[src/rtl/fc_pkg.sv]
// Shared constants and types for the FC result-stream blocks.
// Covers lane geometry, the argmax FSM state encoding and the score floor.
package fc_pkg;

    localparam int unsigned LANES  = 4;
    localparam int unsigned LANE_W = 8;

    localparam logic signed [LANE_W-1:0] SCORE_MIN = -8'sd128;

    typedef enum logic [1:0] {
        StIdle,
        StRecv,
        StFlush,
        StDone
    } fc_argmax_state_t;

endpackage

[src/rtl/fc_lane_max4.sv]
// Combinational masked signed max over four int8 lanes.
// The lowest lane wins on a tie.
module fc_lane_max4
    import fc_pkg::*;
(
    input  logic [LANES*LANE_W-1:0] data,
    input  logic [LANES-1:0]        mask,
    output logic                    valid,
    output logic [1:0]              lane,
    output logic signed [LANE_W-1:0] value
);

    logic signed [LANE_W-1:0] v;

    always_comb begin
        valid = 1'b0;
        lane  = 2'd0;
        value = SCORE_MIN;
        v     = SCORE_MIN;
        for (int k = 0; k < int'(LANES); k++) begin
            v = $signed(data[k*LANE_W +: LANE_W]);
            // First masked lane is always taken so an all -128 beat still reports a lane.
            if (mask[k] && (!valid || v > value)) begin
                valid = 1'b1;
                lane  = 2'(k);
                value = v;
            end
        end
    end

endmodule

[src/rtl/fc_argmax_sink.sv]
// Argmax reduction of the FC score stream with a two-stage merge pipeline.
// Results, done and err_len are held until the next accepted start.
module fc_argmax_sink
    import fc_pkg::*;
#(
    parameter int C_S_AXIS_TDATA_WIDTH = 32,
    parameter int IDX_W                = 11
) (
    input  logic                              clk,
    input  logic                              rstn,
    input  logic                              start,
    input  logic [IDX_W-1:0]                  num_elems,
    output logic                              S_AXIS_TREADY,
    input  logic [C_S_AXIS_TDATA_WIDTH-1:0]   S_AXIS_TDATA,
    input  logic [C_S_AXIS_TDATA_WIDTH/8-1:0] S_AXIS_TKEEP,
    input  logic                              S_AXIS_TLAST,
    input  logic                              S_AXIS_TVALID,
    output logic                              done,
    output logic [31:0]                       max_index,
    output logic signed [7:0]                 max_value,
    output logic [IDX_W-1:0]                  elem_count,
    output logic                              err_len
);

    localparam int PW = IDX_W + 2;

    fc_argmax_state_t state_q, state_d;

    logic [IDX_W-1:0]         num_q, pos_q;
    logic                     s1_valid_q, s1_lv_q, s1_last_q;
    logic signed [LANE_W-1:0] s1_max_q;
    logic [IDX_W-1:0]         s1_idx_q;
    logic [2:0]               s1_cnt_q;
    logic signed [LANE_W-1:0] run_max_q;
    logic [IDX_W-1:0]         run_idx_q, run_cnt_q;
    logic [1:0]               last_pipe_q;

    logic                     fire, arm, finish;
    logic [LANES-1:0]         lane_mask;
    logic [PW-1:0]            lane_pos [LANES];
    logic [2:0]               rank, cnt_d;
    logic                     lm_valid;
    logic [1:0]               lm_lane;
    logic signed [LANE_W-1:0] lm_value;

    assign S_AXIS_TREADY = (state_q == StRecv);
    assign fire          = S_AXIS_TVALID && S_AXIS_TREADY;
    assign arm           = start && (state_q == StIdle || state_q == StDone);
    assign finish        = (state_q == StFlush) && (state_d == StDone);

    // Absolute position of each lane = running position + rank among kept lanes.
    always_comb begin
        rank      = 3'd0;
        cnt_d     = 3'd0;
        lane_mask = '0;
        for (int k = 0; k < int'(LANES); k++) begin
            lane_pos[k] = {2'b00, pos_q} + PW'(rank);
            if (S_AXIS_TKEEP[k]) begin
                rank = rank + 3'd1;
                if (lane_pos[k] < {2'b00, num_q}) begin
                    lane_mask[k] = 1'b1;
                    cnt_d        = cnt_d + 3'd1;
                end
            end
        end
    end

    fc_lane_max4 u_lane_max4 (
        .data  (S_AXIS_TDATA),
        .mask  (lane_mask),
        .valid (lm_valid),
        .lane  (lm_lane),
        .value (lm_value)
    );

    always_comb begin
        state_d = state_q;
        unique case (state_q)
            StIdle, StDone: if (start) state_d = StRecv;
            StRecv:         if (fire && S_AXIS_TLAST) state_d = StFlush;
            // Hold FLUSH until the TLAST beat has cleared both pipeline stages.
            StFlush:        if (last_pipe_q[1]) state_d = StDone;
            default:        state_d = StIdle;
        endcase
    end

    always_ff @(posedge clk or negedge rstn) begin
        if (!rstn) begin
            state_q     <= StIdle;
            last_pipe_q <= 2'b00;
            s1_valid_q  <= 1'b0;
            s1_lv_q     <= 1'b0;
            s1_last_q   <= 1'b0;
            s1_max_q    <= SCORE_MIN;
            s1_idx_q    <= '0;
            s1_cnt_q    <= 3'd0;
            num_q       <= '0;
            pos_q       <= '0;
        end else begin
            state_q     <= state_d;
            s1_valid_q  <= fire;
            last_pipe_q <= {last_pipe_q[0], s1_valid_q && s1_last_q};
            if (fire) begin
                s1_lv_q   <= lm_valid;
                s1_last_q <= S_AXIS_TLAST;
                s1_max_q  <= lm_value;
                s1_idx_q  <= lane_pos[lm_lane][IDX_W-1:0];
                s1_cnt_q  <= cnt_d;
                pos_q     <= pos_q + IDX_W'(cnt_d);
            end
            if (arm) begin
                num_q <= num_elems;
                pos_q <= '0;
            end
        end
    end

    always_ff @(posedge clk or negedge rstn) begin
        if (!rstn) begin
            run_max_q  <= SCORE_MIN;
            run_idx_q  <= '0;
            run_cnt_q  <= '0;
            done       <= 1'b0;
            err_len    <= 1'b0;
            max_index  <= '0;
            max_value  <= '0;
            elem_count <= '0;
        end else begin
            if (s1_valid_q) begin
                run_cnt_q <= run_cnt_q + IDX_W'(s1_cnt_q);
                if (s1_lv_q && s1_max_q > run_max_q) begin
                    run_max_q <= s1_max_q;
                    run_idx_q <= s1_idx_q;
                end
            end
            if (finish) begin
                max_index  <= 32'(run_idx_q);
                max_value  <= run_max_q;
                elem_count <= run_cnt_q;
                err_len    <= (run_cnt_q != num_q);
                done       <= 1'b1;
            end
            if (arm) begin
                run_max_q  <= SCORE_MIN;
                run_idx_q  <= '0;
                run_cnt_q  <= '0;
                elem_count <= '0;
                done       <= 1'b0;
                err_len    <= 1'b0;
            end
        end
    end

endmodule
[config.mk]
export PLATFORM = sky130hd
export DESIGN_NAME = fc_argmax_sink
export DESIGN_NICKNAME = d
export VERILOG_FILES = /design/src/rtl/fc_pkg.sv /design/src/rtl/fc_lane_max4.sv /design/src/rtl/fc_argmax_sink.sv
export SDC_FILE = /design/constraint.sdc
export NUM_CORES = 1
export LEC_CHECK = 0
export CORE_ASPECT_RATIO = 2
export CORE_MARGIN = 2
export CORE_UTILIZATION = 40
export CTS_CLUSTER_SIZE = 30
export DETAILED_ROUTE_END_ITERATION = 10
export GPL_ROUTABILITY_DRIVEN = 1
export PLACE_DENSITY = 0.69
export SLEW_MARGIN = 20
export SYNTH_ARGS = -nofsm -noshare
export SYNTH_HDL_FRONTEND = slang
export SYNTH_SLANG_ARGS = --single-unit
[constraint.sdc]
create_clock -name clk -period 8.55 [get_ports clk]
set_input_delay 1.71 -clock clk [delete_from_list [all_inputs] [get_ports clk]]
set_output_delay 1.71 -clock clk [all_outputs]
set_load 0.02 [all_outputs]
==> results.txt, run 1 <==
----------------------------------------------------
[Routing]
  Iteration-0 DRC count of the detailed router ... 455
  Vias after detailed routing ... 7,257
  Total DRC errors in the routed layout ... 0
  Average wire length per cell after detail routing ... 16.8 um
  Drt pass-1 iters ... 5
  ANT nets after route ... 0
  Total Wirelength ... 22,300 um
  DR vias/cell ... 5.46

[Yosys]
  EDFF count, synth ... 0
  Yosys warns ... 0
  Leading register cell type out of synthesis ... sky130_fd_sc_hd__dfrtp_1
  Sequential cell area fraction in the yosys report ... 0.345
  Synth top area share ... 0.339
  Post-Syn Instances ... 956
  Post-Syn Area ... 0.00819 mm^2
  Proportion of synthesized flip-flops having asynchronous set or reset ... 1.00
  Average cell area after synthesis ... 8.57 um^2
  Number of distinct library cells after synthesis ... 64
  Area leader, netlist ... sky130_fd_sc_hd__dfrtp_1
  Most area-consuming cells after synthesis ... sky130_fd_sc_hd__dfrtp_1 34%, sky130_fd_sc_hd__ha_1 14%, sky130_fd_sc_hd__nand2_1 5.8%, sky130_fd_sc_hd__a21oi_1 4.9%, sky130_fd_sc_hd__xnor2_1 4.7%
  Synth top cells by count ... 127 x sky130_fd_sc_hd__nand2_1, 111 x sky130_fd_sc_hd__dfrtp_1, 92 x sky130_fd_sc_hd__ha_1, 80 x sky130_fd_sc_hd__a21oi_1, 72 x sky130_fd_sc_hd__nor2_1
  Most frequently used cell type in the post-synthesis netlist ... sky130_fd_sc_hd__nand2_1
  Number of synthesized register bits ... 113

[Floorplan]
  Die height ... 206 um
  CORE AREA ... 0.0203 mm^2
  Die area ... 0.0217 mm^2
  Die extent in x ... 105 um
  Boundary pin count ... 106
  Floorplan row count ... 74
  Effective utilization at floorplan ... 0.404

[Timing]
  Peak Freq ... 124 MHz
  Transition time at the pin with the least slew margin ... 0.778 ns
  Hold Violations, Final ... 0
  Slew HR ... 0.479
  Portion of the clock cycle consumed by the worst path in the final layout ... 0.940
  Unrepaired setup endpoints after global routing ... no
  Count of pins over their slew limit ... 0
  Worst-case clock skew ... 0.00947 ns
  Clock period minus worst slack ... 8.04 ns
  Setup violations, final ... 0
  Hold slack ... 0.357 ns

[Clock tree]
  Clock tree from TritonCTS ... done
  TritonCTS buffer count ... 17
  CTS sink count ... 113
  Clock transition at the registers of the reported paths ... 0.05 ns
  Root buffer selected by CTS ... sky130_fd_sc_hd__clkbuf_16
  Clock tree buffer depth ... 2
  Clock latency on the worst-skew pair ... 0.42 ns
  # hold bufs at CTS ... 0
  Clock H-tree levels ... 4

[Worst setup path]
  Cell family contributing the most delay on the critical path ... compound AO/OA/AOI/OAI gates
  Maximum fanout along the worst path ... 15
  Worst EP arrival ... 8.38 ns
  Crit end category ... flip-flop
  Crit Path Class ... primary input to flip-flop
  Buffers and inverters on the worst path ... 4
  Crit path launch type ... primary input
  Slowest stage cell on the critical path ... sky130_fd_sc_hd__clkdlybuf4s50_1
  Library cell appearing most often on the critical path ... sky130_fd_sc_hd__ha_1
  CP required ... 8.89 ns
  Reg2reg path depth ... 31
  Logic depth of the worst setup path including buffers ... 32
  Critical path's largest stage delay ... 0.51 ns

[Power]
  Pwr Density ... 282 mW/mm^2
  Leakage power summed over all cells ... 4.62 nW
  Power after layout ... 2.81 mW
  Largest vdd supply drop ... 0.000144 V

[Finish]
  Area added between synthesis and finish ... 21.5%
  Final cell utilization of the core ... 0.491
  Summed area of non-filler cells in the final layout ... 0.00995 mm^2
  Final layout net count ... 1,198
  FILL cells ... 1,959
  Proportion of layout cells with a drive suffix above 1 ... 0.0809
  Antenna diode count ... 0

[Global route]
  Wire length of the first global-routing pass ... 36,000 um
  Largest net degree at the start of global routing ... 82
  Remaining global-route overflow ... 0
  Initial antenna violation count ... 0
  Via count of the first global-routing pass ... 7,242
  Tot GR Track Use ... 0.212

[Placed design]
  Half-perimeter wire length after placement ... 17,300 um
  IO buf count ... 84
  Cell area after placement ... 0.00935 mm^2
  Weighted congestion at the end of routability-driven global placement ... 0.997

[Min path]
  Instance count along the most critical hold path ... 0
  Hold WC Path Type ... flip-flop to flip-flop

[Flow run]
  Max Cap Violations ... 0

[Status]
  Outcome ... complete, no violations

----------------------------------------------------
## sequential cells by signal, indices dropped and copies added (netlist names), 8 cells and up
register and count:
s1_max_q 8, run_idx_q 11, run_max_q 8, max_index 11, max_value 8, elem_count 11, s1_idx_q 11, num_q 11
pos_q 11, run_cnt_q 11
## worst reg2reg max path, delay by kind of cell (launching register included)
family                     cells  cell delay (ns)
adders and majority gates      4             1.10
and+or+nand+nor                8             1.59
buffers and inverters          4             0.74
muxes                          1             0.34
AOI/OAI and AO/OA             14             2.62
DFF                            1             0.68
## placed cells by master, fill, tap and decap left out, drive strengths merged, types with 3 or more instances in the layout
cell type,count
ha,92
clkinv,3
or3,5
o211ai,5
inv,43
nor3,11
and2,10
nand4,13
nand2b,7
a211oi,8
clkdlybuf4s50,83
o21a,7
buf,40
and3,6
a21oi,81
a31oi,4
nor2b,10
o22ai,3
fa,4
a221oi,7
o21ai,71
a21o,11
dfrtp,111
xor2,17
xnor2,44
nor2,72
nand2,127
conb,21
clkbuf,26
a211o,8
mux2i,6
nand3b,4
nand3,65
nor4,4
mux2,6
## per-stage QoR
step,setup TNS [ns],setup WS [ns],cells
2_1_floorplan,0,0.440,976
3_3_place_gp,0,0.0508,1295
3_5_place_dp,-1.07,-0.117,1295
4_1_cts,0,0.294,1327
5_1_grt,0,0.0178,1329
6_report,0,0.509,1329
## kinds of logic after synthesis
| family | synth area share |
|---|---|
| adders and majority gates | 0.150 |
| buffers and inverters | 0.0664 |
| AOI/OAI and AO/OA | 0.165 |
| muxes | 0.0156 |
| other | 0.000458 |
| DFF | 0.345 |
| and+or+nand+nor | 0.192 |
| xor gates and xnor gates | 0.0652 |
## power breakdown
part           switching, mW  total (mW)  internal (mW)  leakage [nW]
Combinational          0.764        1.29          0.522          2.86
Clock                  0.243       0.693          0.450         0.278
Sequential             0.133       0.832          0.699          1.48
Total                   1.14        2.81           1.67          4.62
## per-layer routing
| layer | GRT usage | part of all wire | vias to the layer above |
|---|---|---|---|
| li1 | - | - | 3501 |
| met1 | 0.216 | 0.36 | 3476 |
| met2 | 0.394 | 0.54 | 203 |
| met3 | 0.0284 | 0.032 | 77 |
| met4 | 0.142 | 0.061 | 0 |
| met5 | 0 | 0 | - |
## final cells by class
type                       count  area [um^2]  share of cell area
multi-input combinational    752         4920               0.495
timing repair buffer         123         1130               0.114
clock buffer                  26          489              0.0491
tap                          266          333              0.0334
inverter                      43          161              0.0162
sequential                   113         2830               0.284
clock inverter                 6         82.6             0.00830
## timing repair
action | CTS | global route
setup endpoints to repair | 0 | 16
buffers inserted | 0 | 1
gates resized for setup | 0 | 3
## path summary, 6_finish.rpt
path	startpoint	slack, ns	end
worst max-delay path	S_AXIS_TKEEP[0]	0.51	s1_idx_q[8]
worst min-delay path	last_pipe_q[0]	0.36	last_pipe_q[1]
worst max register to register	pos_q[2]	1.42	s1_idx_q[8]
worst min register to register	last_pipe_q[0]	0.36	last_pipe_q[1]
max in group asynchronous	rstn	6.23	s1_max_q[5]
min in group asynchronous	rstn	1.22	pos_q[3]
(Power assumes the default switching activity.)
==> run 2: changes to the inputs <==
--- a/config.mk
+++ b/config.mk
@@ -5,6 +5,7 @@
 export SDC_FILE = /design/constraint.sdc
 export NUM_CORES = 1
 export LEC_CHECK = 0
+export ABC_AREA = 1
 export CORE_ASPECT_RATIO = 2
 export CORE_MARGIN = 2
 export CORE_UTILIZATION = 40
==> results.txt, run 2 <==
----------------------------------------------------
[Worst setup path]
  Worst EP arrival ... 7.97 ns (-0.41 ns)
  Library cell appearing most often on the critical path ... sky130_fd_sc_hd__nand2_1
  Crit end category ... flip-flop
  Critical path's largest stage delay ... 0.56 ns (+0.05 ns)
  Crit path launch type ... primary input
  Crit Path Class ... primary input to flip-flop
  Slowest stage cell on the critical path ... sky130_fd_sc_hd__clkdlybuf4s50_1
  CP required ... 8.91 ns (+0.02 ns)
  Maximum fanout along the worst path ... 31 (+16)

[Routing]
  Vias after detailed routing ... 7,489 (+3.2%)
  Iteration-0 DRC count of the detailed router ... 364 (-20%)
  Average wire length per cell after detail routing ... 14.8 um (-12%)
  DR vias/cell ... 4.95 (-9.4%)
  ANT nets after route ... 0 (unchanged)
  Total DRC errors in the routed layout ... 0 (unchanged)
  Drt pass-1 iters ... 4 (-1)
  Total Wirelength ... 22,500 um (+0.51%)

[Clock tree]
  # hold bufs at CTS ... 0 (unchanged)
  CTS sink count ... 113 (unchanged)
  Clock latency on the worst-skew pair ... 0.42 ns (about the same)
  Clock H-tree levels ... 4 (unchanged)
  Clock tree from TritonCTS ... done
  Clock tree buffer depth ... 2 (unchanged)
  Post-cts gate resize count ... 0 (unchanged)
  Root buffer selected by CTS ... sky130_fd_sc_hd__clkbuf_16
  Clock transition at the registers of the reported paths ... 0.05 ns (about the same)
  TritonCTS buffer count ... 17 (unchanged)
  # Post-CTS Setup Buffers ... 0 (unchanged)

[Yosys]
  Post-Syn Area ... 0.00858 mm^2 (+4.7%)
  Sequential cell area fraction in the yosys report ... 0.330 (-0.0155)
  Synth top area share ... 0.324 (-0.0152)
  Most area-consuming cells after synthesis ... sky130_fd_sc_hd__dfrtp_1 32%, sky130_fd_sc_hd__nand2_1 15%, sky130_fd_sc_hd__ha_1 13%, sky130_fd_sc_hd__inv_1 7.2%, sky130_fd_sc_hd__o21ai_0 4.9%
  Synth top cells by count ... 350 x sky130_fd_sc_hd__nand2_1, 164 x sky130_fd_sc_hd__inv_1, 111 x sky130_fd_sc_hd__dfrtp_1, 92 x sky130_fd_sc_hd__ha_1, 84 x sky130_fd_sc_hd__o21ai_0
  Post-Syn Instances ... 1,162 (+22%)
  Yosys warns ... 0 (unchanged)
  Area leader, netlist ... sky130_fd_sc_hd__dfrtp_1
  Most frequently used cell type in the post-synthesis netlist ... sky130_fd_sc_hd__nand2_1
  Proportion of synthesized flip-flops having asynchronous set or reset ... 1.00 (unchanged)
  Number of synthesized register bits ... 113 (unchanged)
  EDFF count, synth ... 0 (unchanged)
  Leading register cell type out of synthesis ... sky130_fd_sc_hd__dfrtp_1
  Average cell area after synthesis ... 7.38 um^2 (-14%)
  Number of distinct library cells after synthesis ... 48 (-25%)

[Finish]
  FF/Latch Area ... 0.00283 mm^2 (unchanged)
  Area of combinational cells with multiple inputs ... 0.00482 mm^2 (-2.1%)
  Final cell utilization of the core ... 0.480 (-0.0112)
  Antenna diode count ... 0 (unchanged)
  Final layout net count ... 1,381 (+15%)
  Post-route non-filler standard cell count ... 1,513 (+14%)
  Summed area of non-filler cells in the final layout ... 0.0101 mm^2 (+1.3%)
  Area added between synthesis and finish ... 17.6%
  FILL cells ... 2,070 (+5.7%)
  Most frequent standard cell in the layout excluding fill and tap cells ... sky130_fd_sc_hd__nand2_1
  Proportion of layout cells with a drive suffix above 1 ... 0.0514 (-0.0295)
  Leading cell types in the layout, fill and taps excluded ... 350 x sky130_fd_sc_hd__nand2_1, 164 x sky130_fd_sc_hd__inv_1, 111 x sky130_fd_sc_hd__dfrtp_1

[Placed design]
  Cell area after placement ... 0.00951 mm^2 (+1.7%)
  Placed cells ... 1,483 (+15%)
  Weighted congestion at the end of routability-driven global placement ... 0.937 (-6.1%)
  Worst slack, placed ... 0.519 ns (+0.636 ns)
  IO buf count ... 84 (unchanged)
  Half-perimeter wire length after placement ... 18,000 um (+4.2%)

[Floorplan]
  Die extent in x ... 108 um (+2.2%)
  Boundary pin count ... 106 (unchanged)
  CORE AREA ... 0.0210 mm^2 (+3.7%)
  Effective utilization at floorplan ... 0.408 (+0.00405)
  Die area ... 0.0227 mm^2 (+4.6%)
  Die height ... 211 um (+2.3%)
  Floorplan row count ... 75 (+1.4%)

[Global route]
  Tot GR Track Use ... 0.209 (-0.00296)
  Largest net degree at the start of global routing ... 86 (+4.9%)
  Wire length of the first global-routing pass ... 36,600 um (+1.6%)
  Via count of the first global-routing pass ... 7,476 (+3.2%)
  Remaining global-route overflow ... 0 (unchanged)
  Initial antenna violation count ... 0 (unchanged)

[Power]
  Part of the power in the clock network ... 0.230 (-0.017)
  Sequential power share ... 0.287 (-0.009)
  Pwr Density ... 299 mW/mm^2 (+6.1%)
  Share of total power consumed by net switching ... 0.435 (+0.0297)
  Net Switching ... 1.31 mW (+15%)
  Internal power ... 1.71 mW (+2.1%)
  Leakage power summed over all cells ... 5.36 nW (+16%)
  Largest vdd supply drop ... 0.000282 V (+96%)
  Combinational fraction of design power ... 0.483 (+0.025)

[Timing]
  Hold Violations, Final ... 0 (unchanged)
  Unrepaired setup endpoints after global routing ... no
  Setup violations, final ... 0 (unchanged)
  Setup tns final ... 0 ns (unchanged)
  Peak Freq ... 131 MHz (+5.7%)
  Final Worst Setup Slack ... 0.941 ns (+0.432 ns)
  Count of pins over their slew limit ... 0 (unchanged)
  Clock period minus worst slack ... 7.61 ns (-0.432 ns)
  Transition time at the pin with the least slew margin ... 0.815 ns (+0.0365 ns)
  Worst-case clock skew ... 0.00600 ns (-0.00347 ns)
  Portion of the clock cycle consumed by the worst path in the final layout ... 0.890 (-0.0505)
  Slew HR ... 0.453 (-0.0253)

[Min path]
  Hold WC Path Type ... flip-flop to flip-flop

[Flow run]
  Max Cap Violations ... 0 (unchanged)

[Status]
  Outcome ... complete, no violations

----------------------------------------------------
-- run 2: metrics by stage --
stage | power [mW] | hold WS [ns]
2_1_floorplan | 1.89 | 0.331
3_3_place_gp | 2.29 | 0.344
3_5_place_dp | 2.33 | 0.341
4_1_cts | 3.04 | 0.354
5_1_grt | 3.29 | 0.364
6_report | 3.02 | 0.351
-- run 2: layout make-up --
class,instances,share of cell area
Multi-Input combinational cell,843,0.478
Inverter,166,0.0619
Sequential cell,113,0.281
Clock buffer,25,0.0491
Tap cell,269,0.0334
Clock inverter,5,0.00769
Timing Repair Buffer,92,0.0895
-- run 2: cell families (layout without fill, tap and decap cells) --
| logic type | Yosys count | in the layout | share of synthesized area |
|---|---|---|---|
| compound gates | 175 | 175 | 0.114 |
| xor+xnor | 41 | 41 | 0.0427 |
| fa+ha+maj | 96 | 96 | 0.144 |
| buf+inv | 226 | 288 | 0.118 |
| flops | 113 | 113 | 0.330 |
| other cells | 1 | 21 | 0.000437 |
| simple gates | 510 | 510 | 0.251 |
-- run 2: path summary, 6_finish.rpt --
check / startpoint / end / slack, ns / cells past startpoint
max: S_AXIS_TKEEP[0] / s1_idx_q[2] / 0.94 / 45
min: last_pipe_q[0] / last_pipe_q[1] / 0.35 / 0
min reg2reg: last_pipe_q[0] / last_pipe_q[1] / 0.35 / 0
min in group asynchronous: rstn / num_q[8] / 1.22 / 1
max in group asynchronous: rstn / num_q[3] / 6.24 / 2
max reg2reg: num_q[10] / s1_idx_q[2] / 2.15 / 51
-- run 2: critical path: cells and delay by family --
family,cells,cell delay [ns]
AOI/OAI and AO/OA,6,0.75
buffers and inverters,4,0.77
and+or+nand+nor,29,3.22
xor gates and xnor gates,1,0.22
adders and majority gates,5,1.29
-- run 2: power by group through the flow --
stage | clock network (mW) | logic [mW] | registers (mW)
2_1_floorplan | 0 | 1.03 | 0.866
3_3_place_gp | 0 | 1.42 | 0.867
3_5_place_dp | 0 | 1.46 | 0.874
4_1_cts | 0.704 | 1.47 | 0.867
5_1_grt | 0.728 | 1.67 | 0.890
6_report | 0.695 | 1.46 | 0.865
-- run 2: layer usage --
metal  track usage  part of all wire  vias up
met1         0.210              0.37     3449
met2         0.381              0.53      162
met3        0.0305             0.028       74
met5             0                 0        -
li1              -                 -     3804
met4         0.150             0.071        0
==> run 3: changes to the inputs <==
--- a/config.mk
+++ b/config.mk
@@ -5,7 +5,6 @@
 export SDC_FILE = /design/constraint.sdc
 export NUM_CORES = 1
 export LEC_CHECK = 0
-export ABC_AREA = 1
 export CORE_ASPECT_RATIO = 2
 export CORE_MARGIN = 2
 export CORE_UTILIZATION = 40
==> results of run 3 <==
No change in the layout: final DEF, timing and power equal those of run 1.
